File: src/rtl/seg_scan_ctrl.sv
// seg_scan_ctrl: round-robin scheduler for a shared 7-segment bus.
// Four hex digits share one active-low segment bus. Each digit owns one slot.
// A slot opens with a blanking gap and then shows the digit. The display data
// is double-buffered and changes only at a frame boundary.
//
// Phase FSM
//   state    | meaning
//   ---------+------------------------------------------------------------
//   ST_BLANK | leading part of a slot: all enables off, lcd=7F, dp=1
//   ST_SHOW  | rest of the slot: enable cur_digit, drive its decoded value
module seg_scan_ctrl #(
    parameter int CLK_DIV      = 25000,
    parameter int BLANK_CYCLES = 2500
) (
    input  logic        clock,
    input  logic        reset,
    input  logic [15:0] data_in,
    input  logic [3:0]  dp_in,
    input  logic        load,
    input  logic        blank_lz,
    output logic [6:0]  lcd,
    output logic        dp,
    output logic [3:0]  digits,
    output logic [1:0]  cur_digit,
    output logic        frame_done
);

    localparam int CW = (CLK_DIV > 1) ? $clog2(CLK_DIV) : 1;

    // The slot timer counts down. A slot starts at TMR_MAX and wraps after zero.
    // The display opens when BLANK_CYCLES cycles of the slot have elapsed.
    localparam logic [CW-1:0] TMR_MAX  = CW'(CLK_DIV - 1);
    localparam logic [CW-1:0] TMR_SHOW = CW'(CLK_DIV - 1 - BLANK_CYCLES);

    typedef enum logic {
        ST_BLANK,
        ST_SHOW
    } state_t;

    state_t        state, state_nxt;
    logic [CW-1:0] tmr, tmr_nxt;
    logic [1:0]    digit_nxt;
    logic [19:0]   shadow, shadow_nxt;
    logic [19:0]   active, active_nxt;
    logic          wrap;
    logic          boundary;
    logic [3:0]    nibble;
    logic [3:0]    lz_mask;
    logic          digit_blank;
    logic [6:0]    lcd_nxt;
    logic          dp_nxt;
    logic [3:0]    digits_nxt;

    function automatic logic [6:0] hex_seg(input logic [3:0] v);
        logic [6:0] s;
        case (v)
            4'h0: s = 7'h3F;
            4'h1: s = 7'h06;
            4'h2: s = 7'h5B;
            4'h3: s = 7'h4F;
            4'h4: s = 7'h66;
            4'h5: s = 7'h6D;
            4'h6: s = 7'h7D;
            4'h7: s = 7'h07;
            4'h8: s = 7'h7F;
            4'h9: s = 7'h6F;
            4'hA: s = 7'h77;
            4'hB: s = 7'h7C;
            4'hC: s = 7'h39;
            4'hD: s = 7'h5E;
            4'hE: s = 7'h79;
            default: s = 7'h71;
        endcase
        return s;
    endfunction

    // Next-state, buffer update and registered-output values for the coming edge.
    always_comb begin
        wrap       = (tmr == '0);
        tmr_nxt    = wrap ? TMR_MAX : tmr - 1'b1;
        digit_nxt  = wrap ? cur_digit + 2'd1 : cur_digit;
        boundary   = wrap && (cur_digit == 2'd3);

        // A load on the boundary edge flows straight into active via shadow_nxt.
        shadow_nxt = load ? {dp_in, data_in} : shadow;
        active_nxt = boundary ? shadow_nxt : active;

        state_nxt = state;
        case (state)
            ST_BLANK: if (tmr_nxt == TMR_SHOW) state_nxt = ST_SHOW;
            ST_SHOW:  if (wrap)                state_nxt = ST_BLANK;
            default:                           state_nxt = ST_BLANK;
        endcase

        // lz_mask[k]: nibbles k..3 are all zero. Digit 0 is never blanked.
        lz_mask[3] = (active[15:12] == 4'h0);
        lz_mask[2] = lz_mask[3] && (active[11:8] == 4'h0);
        lz_mask[1] = lz_mask[2] && (active[7:4] == 4'h0);
        lz_mask[0] = 1'b0;

        nibble      = active[4*digit_nxt +: 4];
        digit_blank = blank_lz && lz_mask[digit_nxt];

        lcd_nxt    = 7'h7F;
        dp_nxt     = 1'b1;
        digits_nxt = 4'hF;
        if (state_nxt == ST_SHOW) begin
            digits_nxt = ~(4'b0001 << digit_nxt);
            if (!digit_blank) begin
                lcd_nxt = ~hex_seg(nibble);
                dp_nxt  = ~active[16 + digit_nxt];
            end
        end
    end

    // State, timer, buffers and all outputs update together on the clock edge.
    always_ff @(posedge clock) begin
        if (reset) begin
            state      <= ST_BLANK;
            tmr        <= TMR_MAX;
            cur_digit  <= 2'd0;
            shadow     <= '0;
            active     <= '0;
            lcd        <= 7'h7F;
            dp         <= 1'b1;
            digits     <= 4'hF;
            frame_done <= 1'b0;
        end else begin
            state      <= state_nxt;
            tmr        <= tmr_nxt;
            cur_digit  <= digit_nxt;
            shadow     <= shadow_nxt;
            active     <= active_nxt;
            lcd        <= lcd_nxt;
            dp         <= dp_nxt;
            digits     <= digits_nxt;
            frame_done <= boundary;
        end
    end

endmodule

File: config.mk
export PLATFORM = sky130hd
export DESIGN_NAME = seg_scan_ctrl
export DESIGN_NICKNAME = d
export VERILOG_FILES = /design/src/rtl/seg_scan_ctrl.sv
export SDC_FILE = /design/constraint.sdc
export NUM_CORES = 1
export LEC_CHECK = 0
export ABC_CLOCK_PERIOD_IN_PS = 4340
export CAP_MARGIN = 10
export CELL_PAD_IN_SITES_DETAIL_PLACEMENT = 0
export CELL_PAD_IN_SITES_GLOBAL_PLACEMENT = 1
export CORE_MARGIN = 10
export CORE_UTILIZATION = 25
export DETAILED_ROUTE_END_ITERATION = 10
export PLACE_DENSITY = 0.63
export SLEW_MARGIN = 20
export SYNTH_ARGS = -nofsm -noshare
export SYNTH_HDL_FRONTEND = slang
export SYNTH_SLANG_ARGS = --single-unit
export TNS_END_PERCENT = 10
File: constraint.sdc
create_clock -name clock -period 4.34 [get_ports clock]
set_clock_uncertainty 0.2 [all_clocks]
set_input_delay 0.651 -clock clock [delete_from_list [all_inputs] [get_ports clock]]
set_output_delay 0.651 -clock clock [all_outputs]
set_load 0.02 [all_outputs]
==> results.txt <==
Status: complete, no violations
CP cell instances: inv_1 -> ha_1 -> nor4b_1 -> nand4_1 -> nor4_1 -> nor4_2 -> o221ai_2 -> inv_1 -> ha_1 -> inv_1 -> nor2_1 -> a21oi_1 -> o221ai_1
PortBufs: 38
Clock-pin slew on the worst setup and hold paths: 60 ps
Crit-path max cell delay: 620 ps
DRC errors left: 0
Complex-gate fraction of the synthesized area: 11.4%
P_sw: 0.315 mW
Synth Area in Adders: 2.64%
Internal power: 1.15 mW
Sink Count: 71
Ant. Diodes: 0
Die ar.: 18300 um^2
Initial antenna violation count: 0
Share of layout cells above drive strength 1: 8.21%
Async SR Flop Fraction: 0%
Area leader, netlist: dfxtp_1
Synth unique cells: 60
Crit end category: register
RSZ-0062 raised after global routing: no
Max-Cap Viols: 0
Final Instance Area: 4130 um^2
Syn Inst Count: 382
Filler cells: 1412
Worst path most repeated cell: inv_1
Number of setup buffers added after CTS: 0
Final wirelength: 7820 um
Gr ovfl total: 0
Sw Ratio: 21.6%
Rel. slew slack: 53.0%
Max H-tree Level: 3
IO Pins: 39
First-pass GRT wire length: 13200 um
Dpl cell area: 3830 um^2
Maximum vdd drop: 0.167 mV
Initial DRT Pass Iterations: 4
Final setup viols: 0
Max Root-Sink Buffers: 2
Slowest CP cell: nand4_1
Tcrit/Tclk final: 81.9%
Std-Cell Rows: 42
Synthesized flop and latch total: 71
Die Span X: 135 um
Least-Margin Pin Slew: 685 ps
Routed WL per cell: 13.3 um
Register area share after synthesis: 42.8%
Core area: 13100 um^2
Clock Latency Late Sink: 330 ps
Crit start category: register
Min Tclk post-route: 3550 ps
Inst Count DP: 574
EDFF count, synth: 0
Cell Pwr Density: 354 nW/um^2
Tot Pwr: 1.46 mW
Yosys top cell area share: 42.8%
WS Path Type: register to register
Slew Viols, Final: 0
Worst Path Arrival: 3560 ps
Hold_buf cts: 0
Worst Path Max Fanout: 11
Synth Area per Inst: 8.70 um^2
Post-Synth Simple-Gate Area: 25.2%
WP data required: 4350 ps
Vias per inst: 4.56
Worst-case reg-to-reg path depth: 13
Net Count, Synth: 413
Number of global-route vias before repair: 2663
Hold path depth: 1
Post-DRT Antenna Nets: 0
Final Hold Viols: 0
Setup tns final: 0 ps
Resize count post-CTS: 0
CTS Root Buffer Type: clkbuf_16
GPL Wtd Cong: 0.804
Total of warnings raised by yosys: 0
Starting density of the core: 25.3%
Clk pwr share: 49.7%
Post-synth top flop: dfxtp_1
P_leak: 1.61 nW
Area Growth Syn to Fin: 24.2%
Fmax: 281 MHz
Mux cell area share after synthesis: 11.0%
Worst Hold Class: register to register
Synth top area cells: dfxtp_1 (43%), nor2_1 (10%), mux2i_1 (9.9%)
DP HPWL: 5680 um
Post-Layout Cell Count: 590
XOR/XNOR Fraction of Synth Area: 2.64%
Comb power frac: 4.4%
Layout net count: 440
Total Routing Usage GR: 8.91%
CTS tree: built
Pin count of the biggest net entering global routing: 48
Initial drt markers: 199
Largest family of logic cells by synthesized area: simple AND/OR/NAND/NOR gates
Routed via count: 2690
DIE HEIGHT: 135 um
CTS Buf Count: 9
Flop pwr share: 45.9%
Syn Std Cell Area: 3320 um^2
kinds of logic (layout without fill, tap and decap cells):
logic type | Yosys count | after routing
compound gates | 55 | 55
xor+xnor | 10 | 10
fa+ha+maj | 7 | 7
buf+inv | 33 | 65
flops | 71 | 71
mux | 35 | 35
simple gates | 171 | 171
per-stage QoR:
step           hold WS, ps  util [%]  setup WS (ps)
6_report               215      31.4            785
5_1_grt                240      31.4            392
4_1_cts                217      31.4            771
3_5_place_dp           206      29.2            767
3_3_place_gp           188      29.2            937
2_1_floorplan          179         -           1360
power groups by stage:
stage	registers [mW]	logic, mW	clock network [mW]
5_1_grt	0.672	0.0713	0.789
6_report	0.671	0.0640	0.727
2_1_floorplan	0.683	0.0355	0
4_1_cts	0.671	0.0657	0.759
3_5_place_dp	0.685	0.0656	0
3_3_place_gp	0.684	0.0649	0
cell usage in the layout, fill, tap and decap left out, types with 3 or more instances in the layout:
| master | Yosys | final |
|---|---|---|
| o21ai_0 | 3 | 3 |
| ha_1 | 7 | 7 |
| or4_1 | 3 | 3 |
| nand2b_1 | 9 | 9 |
| nor2_1 | 90 | 90 |
| nand3_1 | 6 | 6 |
| xnor2_1 | 8 | 8 |
| buf_4 | 1 | 4 |
| or3_1 | 3 | 3 |
| inv_1 | 7 | 7 |
| nor4_2 | 3 | 3 |
| mux2i_1 | 33 | 33 |
| a21oi_1 | 26 | 26 |
| o221ai_1 | 3 | 3 |
| nor4_1 | 5 | 5 |
| clkbuf_16 | 0 | 9 |
| nor3_1 | 13 | 13 |
| nor3b_1 | 3 | 3 |
| dfxtp_1 | 71 | 71 |
| nand2_1 | 20 | 20 |
| clkdlybuf4s50_1 | 0 | 38 |
final cells by class:
class	instances	area, um^2	area share, %
multi-input combinational	278	1750	42.5
sequential	71	1420	34.4
timing repair buffer	42	410	9.94
clock buffer	10	229	5.55
tap	176	220	5.33
clock inverter	6	67.6	1.64
inverter	7	26.3	0.637
worst max-delay path: cells and delay by family (launching register included):
family	cells	cell delay [ps]
DFF	1	330
adders and majority gates	2	500
buffers and inverters	3	270
AOI/OAI and AO/OA	3	410
and+or+nand+nor	5	1720
sequential cells by signal, indices dropped and copies added, names as in the netlist:
name and count:
lcd 7, dp 1, frame_done 1, state 1, cur_digit 2, active 20, digits 4, tmr 15
shadow 20
synth_stat cells, types with 3 or more instances:
| cell type | number |
|---|---|
| a21oi_1 | 26 |
| clkbuf_1 | 20 |
| dfxtp_1 | 71 |
| ha_1 | 7 |
| inv_1 | 7 |
| mux2i_1 | 33 |
| nand2_1 | 20 |
| nand2b_1 | 9 |
| nand3_1 | 6 |
| nor2_1 | 90 |
| nor3_1 | 13 |
| nor3b_1 | 3 |
| nor4_1 | 5 |
| nor4_2 | 3 |
| o21ai_0 | 3 |
| o221ai_1 | 3 |
| or3_1 | 3 |
| or4_1 | 3 |
| xnor2_1 | 8 |
layer usage:
metal	global-route usage [%]	wire length (um)	up-vias
met5	0	0	-
met4	3.59	121	0
met3	3.26	349	10
met2	13.7	3590	53
met1	11.1	3760	1242
li1	-	-	1385
worst paths after layout:
kind                            slack, ps                end         startpoint
worst max-delay path                  790  lcd[5]$_SDFF_PP1_  tmr[0]$_SDFF_PP1_
worst min-delay path                  220  tmr[0]$_SDFF_PP1_  tmr[0]$_SDFF_PP1_
worst max register to register        790  lcd[5]$_SDFF_PP1_  tmr[0]$_SDFF_PP1_
worst min register to register        220  tmr[0]$_SDFF_PP1_  tmr[0]$_SDFF_PP1_
Note: power is estimated with default switching activity, not from simulation.
